### src/rtl/uart_tx_pkg.sv
// uart_tx_pkg: shared UART definitions (FSM state encodings, line levels, baud divisor rounding)
package uart_tx_pkg;
  typedef enum logic [2:0] {IDLE, START, DATA, PARITY, STOP} state_e;
  localparam logic MARK  = 1'b1;
  localparam logic SPACE = 1'b0;
  function automatic int baud_div(input int clk_freq, input int baud);
    return (clk_freq + baud / 2) / baud;
  endfunction
endpackage

### src/rtl/uart_tx_if.sv
// uart_tx_if: byte source handshake; master drives tx_data/tx_valid, slave (transmitter) drives tx_ready
interface uart_tx_if;
  logic [7:0] tx_data;
  logic       tx_valid;
  logic       tx_ready;
  modport master (output tx_data, tx_valid, input tx_ready);
  modport slave  (input tx_data, tx_valid, output tx_ready);
endinterface

### src/rtl/uart_baud_gen.sv
// uart_baud_gen: reloadable bit-period down-counter
// Ports: clkin, manurst (async active-low), load_i (restart a bit period), bit_end_o (last cycle of a bit)
module uart_baud_gen #(
  parameter int BAUD_DIV = 521
) (
  input  logic clkin,
  input  logic manurst,
  input  logic load_i,
  output logic bit_end_o
);
  localparam int W = $clog2(BAUD_DIV);
  logic [W-1:0] cnt_q, cnt_d;
  // Saturates at zero instead of wrapping, so an unloaded counter just parks.
  always_comb cnt_d = load_i ? W'(BAUD_DIV - 1) : (cnt_q == '0 ? '0 : cnt_q - W'(1));
  always_ff @(posedge clkin or negedge manurst)
    if (!manurst) cnt_q <= '0;
    else          cnt_q <= cnt_d;
  assign bit_end_o = cnt_q == '0;
endmodule

### src/rtl/uart_tx.sv
// uart_tx: 8N1/8N2 UART transmitter (8E1/8E2 when UART_TX_PARITY_EN is defined)
// Ports: clkin, manurst (async active-low), bus (slave: tx_data/tx_valid/tx_ready),
//        tx_busy (frame in progress), tx (registered pad output, inverted when TX_INVERT=1)
module uart_tx
  import uart_tx_pkg::*;
#(
  parameter int CLK_FREQ  = 10_000_000,
  parameter int BAUD      = 19200,
  parameter int STOP_BITS = 1,
  parameter bit TX_INVERT = 1'b1
) (
  input  logic      clkin,
  input  logic      manurst,
  uart_tx_if.slave  bus,
  output logic      tx_busy,
  output logic      tx
);
  localparam int BAUD_DIV = baud_div(CLK_FREQ, BAUD);
  state_e     state_q;
  logic [7:0] shift_q;
  logic [2:0] bit_q;
  logic       stop_q;
  logic       ready_q;
  logic       busy_q;
  logic       tx_q;
  logic       bit_end;
  logic       accept;
`ifdef UART_TX_PARITY_EN
  logic       par_q;
`endif
  assign accept = bus.tx_valid && ready_q;
  uart_baud_gen #(.BAUD_DIV(BAUD_DIV)) u_baud (
    .clkin    (clkin),
    .manurst  (manurst),
    .load_i   (accept || (busy_q && bit_end)),
    .bit_end_o(bit_end)
  );
  always_ff @(posedge clkin or negedge manurst)
    if (!manurst) begin
      state_q <= IDLE;
      shift_q <= '0;
      bit_q   <= '0;
      stop_q  <= 1'b0;
      ready_q <= 1'b0;
      busy_q  <= 1'b0;
      tx_q    <= MARK ^ TX_INVERT;
`ifdef UART_TX_PARITY_EN
      par_q   <= 1'b0;
`endif
    end else begin
      case (state_q)
        IDLE: begin
          ready_q <= !accept;
          if (accept) begin
            state_q <= START;
            busy_q  <= 1'b1;
            shift_q <= bus.tx_data;
            tx_q    <= SPACE ^ TX_INVERT;
`ifdef UART_TX_PARITY_EN
            par_q   <= ^bus.tx_data;
`endif
          end
        end
        START: if (bit_end) begin
          state_q <= DATA;
          tx_q    <= shift_q[0] ^ TX_INVERT;
          shift_q <= shift_q >> 1;
        end
        DATA: if (bit_end) begin
          if (bit_q == 3'd7) begin
            bit_q  <= '0;
            stop_q <= 1'b0;
`ifdef UART_TX_PARITY_EN
            state_q <= PARITY;
            tx_q    <= par_q ^ TX_INVERT;
`else
            state_q <= STOP;
            tx_q    <= MARK ^ TX_INVERT;
`endif
          end else begin
            bit_q   <= bit_q + 3'd1;
            tx_q    <= shift_q[0] ^ TX_INVERT;
            shift_q <= shift_q >> 1;
          end
        end
`ifdef UART_TX_PARITY_EN
        PARITY: if (bit_end) begin
          state_q <= STOP;
          tx_q    <= MARK ^ TX_INVERT;
        end
`endif
        STOP: if (bit_end) begin
          if (stop_q == 1'(STOP_BITS - 1)) begin
            state_q <= IDLE;
            ready_q <= 1'b1;
            busy_q  <= 1'b0;
            stop_q  <= 1'b0;
          end else stop_q <= 1'b1;
        end
        default: state_q <= IDLE;
      endcase
    end
  assign bus.tx_ready = ready_q;
  assign tx_busy      = busy_q;
  assign tx           = tx_q;
endmodule
### src/flat_wrapper.sv
// flat-port wrapper written by rule: the top's interface ports become plain ports
module uart_tx_flat import uart_tx_pkg::*;
#(
  parameter int CLK_FREQ  = 10_000_000,
  parameter int BAUD      = 19200,
  parameter int STOP_BITS = 1,
  parameter bit TX_INVERT = 1'b1
)
  (clkin, manurst, tx_busy, tx, bus_tx_data, bus_tx_valid, bus_tx_ready);
  uart_tx_if bus_i ();
  input  logic clkin;
  input  logic manurst;
  output logic tx_busy;
  output logic tx;
  input wire logic [$bits(bus_i.tx_data)-1:0] bus_tx_data;
  input wire logic [$bits(bus_i.tx_valid)-1:0] bus_tx_valid;
  output wire logic [$bits(bus_i.tx_ready)-1:0] bus_tx_ready;
  assign bus_i.tx_data = bus_tx_data;
  assign bus_i.tx_valid = bus_tx_valid;
  assign bus_tx_ready = bus_i.tx_ready;
  uart_tx #(.CLK_FREQ(CLK_FREQ), .BAUD(BAUD), .STOP_BITS(STOP_BITS), .TX_INVERT(TX_INVERT)) u_core (.clkin(clkin), .manurst(manurst), .bus(bus_i), .tx_busy(tx_busy), .tx(tx));
endmodule
### config.mk
export PLATFORM = sky130hd
export DESIGN_NAME = uart_tx_flat
export DESIGN_NICKNAME = d
export VERILOG_FILES = /design/src/rtl/uart_tx_pkg.sv /design/src/rtl/uart_tx_if.sv /design/src/rtl/uart_baud_gen.sv /design/src/rtl/uart_tx.sv /design/src/flat_wrapper.sv
export SDC_FILE = /design/constraint.sdc
export NUM_CORES = 1
export LEC_CHECK = 0
export CORE_ASPECT_RATIO = 0.5
export CORE_MARGIN = 4
export CORE_UTILIZATION = 55
export CTS_CLUSTER_SIZE = 14
export DETAILED_ROUTE_END_ITERATION = 8
export PLACE_DENSITY = 0.83
export SKIP_LAST_GASP = 1
export SYNTH_ARGS = -nofsm -noshare
export SYNTH_HDL_FRONTEND = slang
export SYNTH_HIERARCHICAL = 1
export SYNTH_SLANG_ARGS = --single-unit
### constraint.sdc
create_clock -name clkin -period 4.9 [get_ports clkin]
set_clock_uncertainty 0.2 [all_clocks]
set_input_delay 0.735 -clock clkin [delete_from_list [all_inputs] [get_ports clkin]]
set_output_delay 0.735 -clock clkin [all_outputs]
set_load 0.005 [all_outputs]
# ---- Word-level counts from Yosys, hierarchy flattened
# Index checks and enable logic that the tools add are counted.
dict set report classes {
  div 0
  shifts 0
  addsub 2
  n_eq_ne 11
  bitwise_logic 1
  n_reduce_logical 16
  n_mul 0
  magnitude_cmp 0
  muxes 31
}
# op count
set op_table {}
lappend op_table {{$mux 8} 4}
lappend op_table {{$pmux 8 s3} 1}
lappend op_table {{$mux 3} 7}
lappend op_table {{$mux 10} 2}
lappend op_table {{$mux 1} 12}
lappend op_table {{$pmux 3 s4} 1}
lappend op_table {{$reduce_and 4->1} 3}
lappend op_table {{$logic_not 10->1} 1}
lappend op_table {{$ne 2x1->1 const B} 5}
lappend op_table {{$sub 10x1->10 const B} 1}
lappend op_table {{$eq 3x3->1 const B} 2}
lappend op_table {{$pmux 1 s2} 3}
lappend op_table {{$reduce_and 6->1} 1}
lappend op_table {{$reduce_and 5->1} 1}
lappend op_table {{$ne 2x2->1 const B} 2}
lappend op_table {{$reduce_bool 2->1} 2}
lappend op_table {{$add 3x1->3 const B} 1}
lappend op_table {{$eq 3x1->1 const B} 1}
lappend op_table {{$eq 3x2->1 const B} 1}
lappend op_table {{$logic_not 3->1} 1}
lappend op_table {{$pmux 1 s3} 1}
lappend op_table {{$reduce_and 3->1} 1}
lappend op_table {{$reduce_bool 3->1} 1}
lappend op_table {{$logic_and 1x1->1} 2}
lappend op_table {{other kinds (4)} 4}
dict set report word_totals {
  ramBits 0
  output_inout_bits 3
  in_bits 11
  mem_count 0
  latchBits 0
  register_bits 28
  rom_bits 0
}

# ---- Longest topological paths before layout
dict set report depth {
  ltp_word 4
  mapped_depth 10
  mapped_depth_nobuf 9
}

# ---- By module
# The synthesis kept the hierarchy.
# mod seq_area_each_um2 area_each_um2 n_inst cells_per_inst
set by_module_without_submodules {}
lappend by_module_without_submodules {uart_tx 425.4 985.9 1 89}
lappend by_module_without_submodules {uart_baud_gen 250.2 520.5 1 51}

# ---- Least setup slack after synthesis
# Ideal clock, no wire load.
dict set report synth_path {
  kind {register -> register}
  from {register u_core.u_baud.cnt_q[0]}
  to {register u_core.bit_q[0]}
  synth_period_minus_slack_ps 2501
  slack_ps 2399
  path_buffers 1
  path_stages_with_launch 9
  t_required_ps 4575
  t_arrival_ps 2176
  path_cell_list {dfrtp_1 -> inv_1 -> ha_1 -> or3b_2 -> nor3_1 -> buf_2 -> nand3b_1 -> nor2_1 -> mux2_2}
}
dict set report synth_between {
  elab_chain_len 2
}
# element line
set synth_lines {}
lappend synth_lines {{start: declaration} uart_baud_gen.sv:12} ;# logic [W-1:0] cnt_q, cnt_d;
lappend synth_lines {{start signal: assignment} uart_baud_gen.sv:17} ;# else cnt_q <= cnt_d;
lappend synth_lines {{$logic_not 10->1} uart_baud_gen.sv:18} ;# assign bit_end_o = cnt_q == '0;
lappend synth_lines {{named net u_core.bit_end} uart_tx.sv:26} ;# logic bit_end;
lappend synth_lines {{$reduce_and 2->1 (no source line)} --}
lappend synth_lines {{end signal: assignment} uart_tx.sv:81} ;# bit_q <= bit_q + 3'd1;
lappend synth_lines {{end: declaration} uart_tx.sv:21} ;# logic [2:0] bit_q;
# The timed path passes the listed nets, and every way through them passes these cells.
# A chain may end at the register's enable or synchronous reset.

# ---- Worst setup path after layout
dict set report layout_path {
  from {register u_core.u_baud.cnt_q[0]}
  to {register u_core.shift_q[7]}
}
dict set report layout_between {
  elab_chain_len 3
}
# element line
set layout_lines {}
lappend layout_lines {{$logic_not 10->1 (*)} uart_baud_gen.sv:18}
lappend layout_lines {{named net u_core.bit_end} uart_tx.sv:26}
lappend layout_lines {{$ne 2x1->1 (no source line)} --}
lappend layout_lines {{$reduce_and 5->1 (no source line) (*)} --}
lappend layout_lines {{end signal: assignment} uart_tx.sv:57} ;# shift_q <= bus.tx_data;
lappend layout_lines {{end signal: assignment} uart_tx.sv:67} ;# shift_q <= shift_q >> 1;
lappend layout_lines {{end signal: assignment} uart_tx.sv:83} ;# shift_q <= shift_q >> 1;
lappend layout_lines {{end: declaration} uart_tx.sv:20} ;# logic [7:0] shift_q;
# Mark *: on every way through the listed nets, which the timed path passes. The rest lies on a longest branch.

==> flow_metrics.py <==
metrics = {
    "route": {
        "routed_wl_um": 2631,
        "dr_total_vias": 1061,
        "wire_per_inst_um": 13.92,
        "ant_nets": 0,
        "drc": 0,
        "dr.pass1.iters": 4,
        "via_per_inst": 5.614,
        "drt-initial-drc-count": 19,
    },
    "timing": {
        "rsz0062_at_grt": "false",
        "setup_viol": 0,
        "fmax_mhz": 294.3,
        "setup_tns_ns": 0,
        "period_needed_ns": 3.397,
        "fin_crit_sh_pct": 69.33,
        "tightestPinTransition_ns": 1.146,
        "slew_headroom_pct": 23.00,
        "slew_violations": 0,
        "finalHoldViolCount": 0,
        "worst_slack_ns": 1.503,
    },
    "setup_path": {
        "rr_worst_depth": 8,
        "critPathTopFamily": "simple AND/OR/NAND/NOR gates",
        "crit_chain": "inv_1 -> ha_1 -> or3b_2 -> nor3_1 -> nand4bb_2 -> a31oi_4 -> nand3b_1 -> o21ai_0",
        "worst-path-stages": 8,
        "rr_endpoint": "u_core/shift_q[7]$_DFFE_PN0P_",
        "cp-end-kind": "flop",
        "slowest_delay_ns": 0.94,
        "r2r_slack_ns": 1.50,
        "critical_path_required_ns": 4.89,
        "regToRegStartpoint": "u_core/u_baud/cnt_q[0]$_DFF_PN0_",
        "crit_fanout": 16,
        "critical_path_arrival_ns": 3.38,
        "cpMaxStageDelayCell": "nor3_1",
        "crit_start": "u_core/u_baud/cnt_q[0]$_DFF_PN0_",
        "critPathLaunchType": "flop",
        "crit_type": "reg -> reg",
        "cp-endpoint": "u_core/shift_q[7]$_DFFE_PN0P_",
        "critPathBufInv": 1,
    },
    "grt": {
        "grt_pass1_vias": 951,
        "grt_use_total_pct": 16.59,
        "grt_pass1_wl_um": 4491,
        "antenna_found_initial": 0,
        "grt_max_degree": 28,
        "grt_remaining_overflow": 0,
    },
    "clock_network": {
        "clkSinkCount": 27,
        "insertion_delay_ns": 0.27,
        "cts_hold_buf": 0,
        "post_cts_buffers": 0,
        "cts_tree": "done",
        "htree_levels": 1,
        "clockRootBuffer": "clkbuf_8",
        "cts_made_buffers": 3,
        "post_cts_resized": 0,
        "clock_path_buffers": 2,
        "clk_pin_slew_ns": 0.09,
    },
    "power_and_ir_drop": {
        "clkPwrFrac_pct": 15.4,
        "p_seq_share_pct": 46.4,
        "powerDensity_mw_per_mm2": 479.4,
        "power_frac_comb_pct": 38.2,
        "intPower_mw": 0.5099,
        "p_switching_mw": 0.3005,
        "p_leak_nw": 0.7312,
        "vdd_drop_max_v": 0.0002483,
        "switching_share_pct": 37.08,
    },
    "placement": {
        "hpwl_um": 1932,
        "post-place-ws_ns": 1.532,
        "dpl_cell_area_mm2": 0.001645,
        "place_congestion": 0.8683,
        "portBuffers": 13,
    },
    "final_layout": {
        "layout.nets": 167,
        "area_growth_pct": 12.21,
        "n_antenna_cell": 0,
        "layout_common_cells": "dfrtp_1 (27), nor2_1 (16), clkdlybuf4s50_1 (13)",
        "fin_area_mm2": 0.001690,
        "drive_above_1_share_pct": 20.39,
        "layout_commonest_cell": "dfrtp_1",
    },
    "floorplan": {
        "placementRows": 13,
        "die_x_um": 82.02,
        "coreArea_mm2": 0.002603,
        "initial_core_util_pct": 57.88,
        "die_y_um": 45.01,
        "die_area_mm2": 0.003691,
        "io_pins": 14,
    },
    "logic_synthesis": {
        "syn_area_mm2": 0.001506,
        "syn_inst": 140,
        "postSynthNetCount": 154,
        "yosys_warnings": 6,
        "synth_cell_type_count": 43,
        "ys_seq_area_share_pct": 44.85,
        "ys_ff_latch": 27,
        "avgSynthCellArea_um2": 10.76,
    },
    "status": {
        "status": "finished, final reports clean",
    },
    "worst_hold_path": {
        "hp-start": "u_core/u_baud/cnt_q[0]$_DFF_PN0_",
        "hold_path_class": "reg -> reg",
    },
    "flow_run": {
        "max_cap_violations": 0,
    },
}
-- power by group through the flow --
| stage | combinational [mW] | sequential (mW) | clock (mW) |
|---|---|---|---|
| after floorplan | 0.260 | 0.354 | 0 |
| after global placement | 0.301 | 0.372 | 0 |
| after detailed placement | 0.311 | 0.378 | 0 |
| after CTS | 0.313 | 0.373 | 0.129 |
| after global routing | 0.349 | 0.387 | 0.139 |
| final | 0.309 | 0.376 | 0.125 |
-- metal layers --
layer	global-route usage, %	vias to the layer above	wire length [um]
met5	0	-	0
met4	5.960	0	30
met3	4.183	2	95
met2	26.81	21	1229
met1	21.99	506	1276
li1	-	532	-
-- cells by family after synthesis --
family | count (synthesis) | share of synthesized area (%)
compound gates | 35 | 17.77
xor+xnor | 1 | 0.5815
fa+ha+maj | 3 | 2.492
buf+inv | 14 | 4.983
flops | 27 | 44.85
mux | 10 | 6.894
simple gates | 50 | 22.43
-- sequential cells by signal, summed over array words and instances (netlist names) --
register,cells
u_core/shift_q,8
u_core/state_q,3
u_core/tx,1
u_core/bus.tx_ready,1
u_core/tx_busy,1
u_core/bit_q,3
u_core/u_baud/cnt_q,10
-- synthesized netlist by cell type, drive strengths merged --
library cell  instances  share of area [%]
or3b                  1               0.58
a21o                  1               0.50
dfrtp                27                 45
clkbuf                1               0.25
inv                   8                2.0
nor3b                 1               0.50
or3                   1               0.42
o31ai                 3                1.8
o211ai                1               0.50
mux2i                 7                4.7
or4                   3                2.2
nand3b                4                2.8
xnor2                 1               0.58
o21ai                 7                2.3
ha                    3                2.5
o31a                  1               0.66
and2b                 1               0.58
a31oi                 2                1.8
a21oi                17                8.4
or2                   1               0.42
nand2                 8                2.0
o311ai                1               0.58
buf                   5                2.7
nor3                  2               0.66
o221ai                1               0.58
mux2                  3                2.2
o41ai                 1               0.58
nand2b                3                1.9
nand4bb               2                2.9
nor2                 18                4.8
nor4                  2               0.83
nand4b                3                1.7
-- through the flow --
step	hold WS (ns)	cells	utilization, %	total power [mW]
CTS	0.3179	189	64.95	0.8150
detailed placement	0.3063	185	63.22	0.6887
global route	0.3313	189	64.95	0.8752
floorplan	0.2394	140	-	0.6139
global placement	0.2855	185	63.22	0.6727
finish	0.3148	189	64.95	0.8104
-- worst min path at each step --
stage,endpoint,cells past startpoint
final,u_core/u_baud/cnt_q[0]$_DFF_PN0_,1
after global routing,u_core/u_baud/cnt_q[0]$_DFF_PN0_,1
after CTS,u_core/u_baud/cnt_q[0]$_DFF_PN0_,1
after detailed placement,u_core/u_baud/cnt_q[0]$_DFF_PN0_,1
after global placement,u_core/u_baud/cnt_q[0]$_DFF_PN0_,1
after floorplan,u_core/bit_q[0]$_DFFE_PN0P_,0
-- cell type report --
class                      count  area, um2
clock buffer                   4      45.04
fill                         222      912.1
inverter                       8      30.03
multi-input combinational     99      755.7
sequential                    27      675.6
tap                           37      46.29
timing repair buffer          14      137.6
No activity file was read; power rests on OpenSTA's default activity.
